--- src/rtl/mem_write_buffer.sv ---
// Write buffer between the DMA slave memory port and a single-port SRAM:
// a DEPTH-entry FIFO of word writes drained by a two-state request/ack FSM.
module mem_write_buffer #(
    parameter int DEPTH   = 4,
    parameter int SRAM_AW = 10
) (
    input  logic                      HCLK,
    input  logic                      HRESETn,
    input  logic [31:0]               mem_WR_addr,
    input  logic                      mem_write_flag,
    input  logic [31:0]               HWDATA_toMem,
    output logic                      sram_req,
    output logic [SRAM_AW-1:0]        sram_addr,
    output logic [31:0]               sram_wdata,
    input  logic                      sram_ack,
    output logic                      buf_full,
    output logic                      buf_empty,
    output logic [$clog2(DEPTH):0]    buf_count,
    output logic [15:0]               words_written,
    output logic                      overflow_err,
    output logic                      misalign_err,
    output logic                      dbg_state
);

    localparam int PW = $clog2(DEPTH);
    localparam int EW = SRAM_AW + 32;
    localparam logic [PW-1:0] PTR_ONE  = PW'(1);
    localparam logic [PW:0]   CNT_ONE  = (PW + 1)'(1);
    localparam logic [PW:0]   CNT_FULL = (PW + 1)'(DEPTH);

    typedef enum logic {S_IDLE = 1'b0, S_REQ = 1'b1} state_t;

    state_t            state_q, state_d;
    logic [EW-1:0]     mem_q [DEPTH];
    logic [PW-1:0]     wr_ptr_q, rd_ptr_q;
    logic [PW:0]       count_q, count_d;
    logic [SRAM_AW-1:0] addr_q;
    logic [31:0]       wdata_q;
    logic [15:0]       words_q;
    logic              ovf_q, mis_q;
    logic              aligned, push, pop, ack_done;
    logic [EW-1:0]     head;
    logic              unused_addr_bits;

    // Upper address bits fall outside the SRAM and are discarded.
    assign unused_addr_bits = ^mem_WR_addr[31:SRAM_AW+2];

    assign aligned  = (mem_WR_addr[1:0] == 2'b00);
    assign buf_full  = (count_q == CNT_FULL);
    assign buf_empty = (count_q == '0);
    // Full is judged on the pre-edge occupancy, so a same-edge pop never rescues a push.
    assign push = mem_write_flag && aligned && !buf_full;
    assign head = mem_q[rd_ptr_q];

    always_comb begin
        state_d  = state_q;
        pop      = 1'b0;
        ack_done = 1'b0;
        case (state_q)
            S_IDLE: begin
                if (!buf_empty) begin
                    pop     = 1'b1;
                    state_d = S_REQ;
                end
            end
            S_REQ: begin
                if (sram_ack) begin
                    ack_done = 1'b1;
                    if (!buf_empty) pop = 1'b1;
                    else            state_d = S_IDLE;
                end
            end
            default: state_d = S_IDLE;
        endcase
    end

    always_comb begin
        count_d = count_q;
        case ({push, pop})
            2'b10:   count_d = count_q + CNT_ONE;
            2'b01:   count_d = count_q - CNT_ONE;
            default: count_d = count_q;
        endcase
    end

    always_ff @(posedge HCLK or negedge HRESETn) begin
        if (!HRESETn) begin
            state_q  <= S_IDLE;
            wr_ptr_q <= '0;
            rd_ptr_q <= '0;
            count_q  <= '0;
            addr_q   <= '0;
            wdata_q  <= '0;
            words_q  <= '0;
            ovf_q    <= 1'b0;
            mis_q    <= 1'b0;
        end else begin
            state_q <= state_d;
            count_q <= count_d;
            if (push) wr_ptr_q <= wr_ptr_q + PTR_ONE;
            if (pop) begin
                rd_ptr_q <= rd_ptr_q + PTR_ONE;
                addr_q   <= head[EW-1:32];
                wdata_q  <= head[31:0];
            end
            if (ack_done && (words_q != 16'hFFFF)) words_q <= words_q + 16'd1;
            if (mem_write_flag && !aligned)            mis_q <= 1'b1;
            if (mem_write_flag && aligned && buf_full) ovf_q <= 1'b1;
        end
    end

    // Storage needs no reset: entries are only read after being written.
    always_ff @(posedge HCLK) begin
        if (push) mem_q[wr_ptr_q] <= {mem_WR_addr[SRAM_AW+1:2], HWDATA_toMem};
    end

    assign sram_req      = (state_q == S_REQ);
    assign sram_addr     = addr_q;
    assign sram_wdata    = wdata_q;
    assign buf_count     = count_q;
    assign words_written = words_q;
    assign overflow_err  = ovf_q;
    assign misalign_err  = mis_q;
    assign dbg_state     = state_q;

endmodule

--- config.mk ---
export PLATFORM = sky130hd
export DESIGN_NAME = mem_write_buffer
export DESIGN_NICKNAME = d
export VERILOG_FILES = /design/src/rtl/mem_write_buffer.sv
export SDC_FILE = /design/constraint.sdc
export NUM_CORES = 1
export LEC_CHECK = 0
export ABC_CLOCK_PERIOD_IN_PS = 3040
export CELL_PAD_IN_SITES_DETAIL_PLACEMENT = 1
export CELL_PAD_IN_SITES_GLOBAL_PLACEMENT = 1
export CORE_ASPECT_RATIO = 0.9
export CORE_MARGIN = 5
export CORE_UTILIZATION = 46
export DETAILED_ROUTE_END_ITERATION = 16
export GPL_ROUTABILITY_DRIVEN = 1
export HOLD_SLACK_MARGIN = 0.02
export PLACE_DENSITY_LB_ADDON = 0.1
export SLEW_MARGIN = 20
export SYNTH_ARGS = -nofsm -noshare
export SYNTH_HDL_FRONTEND = slang
export SYNTH_SLANG_ARGS = --single-unit
export TNS_END_PERCENT = 50
--- constraint.sdc ---
create_clock -name HCLK -period 3.04 [get_ports HCLK]
set_input_delay 0.608 -clock HCLK [delete_from_list [all_inputs] [get_ports HCLK]]
set_output_delay 0.608 -clock HCLK [all_outputs]
set_load 0.02 [all_outputs]
==> reports/results.env <==
POST_DRT_WL_PER_CELL_UM=21.2
WORST_R2R_STARTPOINT='buf_count[0]$_DFFE_PN0P_'
BUFFER_PORTS.INSERTED=114
PATH_MAX_FANOUT=4
CLOCK_LATENCY_NS=0.52
ROOT_BUFFER='sky130_fd_sc_hd__clkbuf_16'
GRT_SETUP_UNREPAIRED='no'
DRT-TOTAL-WL_UM=17600
OUTCOME='finished clean'
SYN_AVG_CELL_AREA_SQ_UM=20.8
HOLD_VIOL_FINAL=0
CRIT_START='buf_count[2]$_DFFE_PN0P_'
DESIGN_AREA_SQ_MM=0.0113
HOLDBUFCOUNTCTS=0
TIMING.FINAL.SETUP_VIOLATIONS=0
PLACE_WS_NS=0.437
CTS.REPORTEDPATHS.CLKPINSLEW_NS=0.06
CTSHTREEMAXLEVEL=1
WORSTPATHARRIVAL_NS=2.08
SERIES_OF_CELL_INSTANCES_ALONG_THE_CRITICAL_PATH='nor3_1 -> clkdlybuf4s50_1'
MAXIMUM_NUMBER_OF_PINS_ON_ONE_NET_BEFORE_GLOBAL_ROUTE_REPAIR=45
SLEW_HEADROOM=0.588
REG2REG_SETUP_SLACK_NS=0.93
CRITICAL_PATH.REG2REG.ENDPOINT='buf_count[2]$_DFFE_PN0P_'
SYNTH.LIB_CELLS_USED.DISTINCT=32
SYNTH_FP_NETS=503
VIA_COUNT_OF_THE_FIRST_GLOBAL_ROUTING_PASS=4936
COMBINATIONAL_FAMILY_WITH_THE_MOST_AREA_AFTER_SYNTHESIS='multiplexers'
SYNTH_XOR_XNOR_AREA_SHARE=0.0197
SYNTH.FF_LATCH_COUNT=236
R2R_CELLS=11
DRT-PASS1-ITER-COUNT=4
P_LEAK_nW=4.07
CRIT_REQUIRED_NS=2.43
FLOORPLAN.DIE.HEIGHT_UM=142
TOP_LEVEL_PORTS=135
CTS_BUFFERS=25
SYNTH-SEQ-AREA-SHARE=0.757
TIGHTEST_SLEW_NS=0.616
NETLIST_INSTANCES=428
FINALWORSTPATHREQUIREDPERIOD_NS=2.69
LAYOUT-DRIVE-GT1-SHARE=0.258
GRT_PASS1_WL_UM=27700
CPMAXSTAGEDELAYCELL='sky130_fd_sc_hd__clkdlybuf4s50_1'
MAXSLEWVIOLCOUNT=0
NUMBER_OF_ANTENNA_VIOLATIONS_AT_THE_FIRST_CHECK_IN_GLOBAL_ROUTING=0
POWER_PER_CELL_AREA_mW_PER_MM2=933
FLOORPLAN.CORE_AREA_SQ_MM=0.0191
DIE_W_UM=157
GLOBALROUTEOVERFLOWTOTAL=0
FINAL_PERIOD_UTIL=0.884
MUXSHAREOFSYNTHAREA=0.165
SYNTH-COMPOUND-AREA-SHARE=0.00309
SYNTH_WARNINGS=0
GRT_UTIL_ALL_LAYERS=0.161
ROUTABILITY_CONGESTION=0.749
INSERTEDDIODECOUNT=0
CTS_TREE='built'
FLOW.AREA_GROWTH_FROM_SYNTHESIS_PCT=26.9
NNETSFINAL=638
VIA_PER_INST=5.25
MIN_PATH_TYPE='in2async'
MAXIMUM_BUFFER_DEPTH_OF_THE_CLOCK_TREE=3
START_KIND='register'
PATH_CLASS='reg2out'
POST-DP-HPWL_UM=10400
CRIT_END='buf_empty'
SETUP_TNS_NS=0
POST-ROUTE-DRC-COUNT=0
FINALCLOCKSKEW_NS=0.0202
CLKSINKCOUNT=236
CRITPATHCAPTURETYPE='primary output'
SYNTH-SIMPLE-AREA-SHARE=0.0333
ROW_COUNT=48
PLACED_CELL_AREA_SQ_MM=0.0105
DIE-AREA_SQ_MM=0.0223
SYNTH.CELL_AREA_SQ_MM=0.00891
MAXCAPVIOLATIONS=0
SYNTH-ADDER-AREA-SHARE=0.0107
VIAS=4372
SLOWEST_DELAY_NS=0.71
ANTENNA_LEFT=0
INITIALDRTVIOLATIONCOUNT=225
FLOORPLAN.INITIALDENSITY=0.466
CTS_SETUP_BUFFERS=0
VDD_DROP_MAX_uV=715
CTS-RESIZED-GATES=0
MAX_FREQUENCY_MHz=372
FIN_WS_NS=0.352
==> Yosys cell counts <==
master	instances	area [sq um]
sky130_fd_sc_hd__nand2b_1	1	6.26
sky130_fd_sc_hd__a21oi_2	1	8.76
sky130_fd_sc_hd__and2_1	5	31.3
sky130_fd_sc_hd__xnor2_1	3	26.3
sky130_fd_sc_hd__nand4_1	4	25.0
sky130_fd_sc_hd__xor2_1	17	149
sky130_fd_sc_hd__mux2i_1	1	10.0
sky130_fd_sc_hd__nand2_1	9	33.8
sky130_fd_sc_hd__o21ai_0	2	10.0
sky130_fd_sc_hd__fa_1	1	20.0
sky130_fd_sc_hd__buf_2	9	45.0
sky130_fd_sc_hd__and4_1	1	8.76
sky130_fd_sc_hd__clkbuf_1	5	18.8
sky130_fd_sc_hd__nand3_1	2	10.0
sky130_fd_sc_hd__mux4_2	42	946
sky130_fd_sc_hd__and3_1	3	18.8
sky130_fd_sc_hd__a31o_2	1	8.76
sky130_fd_sc_hd__buf_4	1	7.51
sky130_fd_sc_hd__dfrtp_1	68	1700
sky130_fd_sc_hd__mux2_2	44	495
sky130_fd_sc_hd__nor4_1	2	12.5
sky130_fd_sc_hd__or3b_1	1	8.76
sky130_fd_sc_hd__nor3_1	9	45.0
sky130_fd_sc_hd__nand4_2	2	25.0
sky130_fd_sc_hd__inv_1	8	30.0
sky130_fd_sc_hd__nor2_1	7	26.3
sky130_fd_sc_hd__nor3b_1	2	15.0
sky130_fd_sc_hd__mux2_4	1	15.0
sky130_fd_sc_hd__edfxtp_1	168	5040
sky130_fd_sc_hd__nor4b_4	1	23.8
sky130_fd_sc_hd__nor2_2	1	6.26
sky130_fd_sc_hd__ha_1	6	75.1
==> placed cells by master (no fill, tap or decap), types with 6 or more instances in the layout <==
cell	count
sky130_fd_sc_hd__mux2_2	44
sky130_fd_sc_hd__dfrtp_1	66
sky130_fd_sc_hd__nor2_1	7
sky130_fd_sc_hd__edfxtp_1	168
sky130_fd_sc_hd__clkbuf_16	25
sky130_fd_sc_hd__clkdlybuf4s50_1	113
sky130_fd_sc_hd__nor3_1	9
sky130_fd_sc_hd__xor2_1	17
sky130_fd_sc_hd__ha_1	6
sky130_fd_sc_hd__inv_1	8
sky130_fd_sc_hd__clkbuf_8	8
sky130_fd_sc_hd__nand2_1	9
sky130_fd_sc_hd__buf_12	8
sky130_fd_sc_hd__mux4_2	42
==> layout make-up <==
cell class | count | area [sq um]
sequential | 236 | 6750
inverter | 8 | 30.0
tap | 250 | 313
fill | 1670 | 7790
timing repair buffer | 123 | 1310
clock inverter | 10 | 82.6
clock buffer | 36 | 747
multi-input combinational | 169 | 2070
==> stage by stage <==
| stage | hold slack (ns) | utilization | total power [mW] | std cells |
|---|---|---|---|---|
| global placement | 0.449 | 0.548 | 7.60 | 786 |
| CTS | 0.121 | 0.592 | 10.7 | 832 |
| finish | 0.0906 | 0.592 | 10.5 | 832 |
| global route | 0.140 | 0.592 | 11.1 | 832 |
| detailed placement | 0.475 | 0.548 | 7.69 | 786 |
| floorplan | 0.312 | - | 6.30 | 428 |
==> sequential cells by signal, summed over array words and instances, names as in the netlist <==
signal / flops
sram_addr: 10
overflow_err: 1
sram_wdata: 32
dbg_state: 1
mem_q: 168
buf_count: 3
misalign_err: 1
rd_ptr_q: 2
wr_ptr_q: 2
words_written: 16
==> report_power, final <==
part           internal [mW]  switching (mW)  total [mW]
Sequential              4.00           0.480        4.48
Clock                   1.79            1.20        2.99
Combinational           1.73            1.36        3.08
Total                   7.52            3.03        10.5
==> kinds of logic after synthesis <==
logic type	count (synthesis)
flip-flops	236
XOR/XNOR	20
multiplexers	88
AO/OA/AOI/OAI	4
adder cells (fa/ha/maj)	7
AND/OR/NAND/NOR	50
buffers and inverters	23
==> metal layers <==
metal	routed length, um	GRT usage	share of wire	up-vias
met5	0	0	0	-
met4	308	0.0347	0.017	0
met3	807	0.0344	0.046	25
met2	9060	0.282	0.51	91
met1	7460	0.210	0.42	2296
li1	-	-	-	1960
==> worst min-delay path by stage <==
stage	from	depth (start not counted)	endpoint
floorplan	HRESETn	0	buf_count[0]$_DFFE_PN0P_
global placement	misalign_err$_DFFE_PN0P_	1	misalign_err$_DFFE_PN0P_
detailed placement	overflow_err$_DFFE_PN0P_	1	overflow_err$_DFFE_PN0P_
CTS	HRESETn	1	words_written[15]$_DFFE_PN0P_
global route	HRESETn	1	words_written[15]$_DFFE_PN0P_
finish	HRESETn	1	words_written[15]$_DFFE_PN0P_
==> worst max-delay path: cells and delay by family (launching register included) <==
kind                   cells  cell delay [ns]
flip-flops                 1             0.42
buffers and inverters      1             0.71
AND/OR/NAND/NOR            1             0.45
Power figures use the tool's default switching activity.
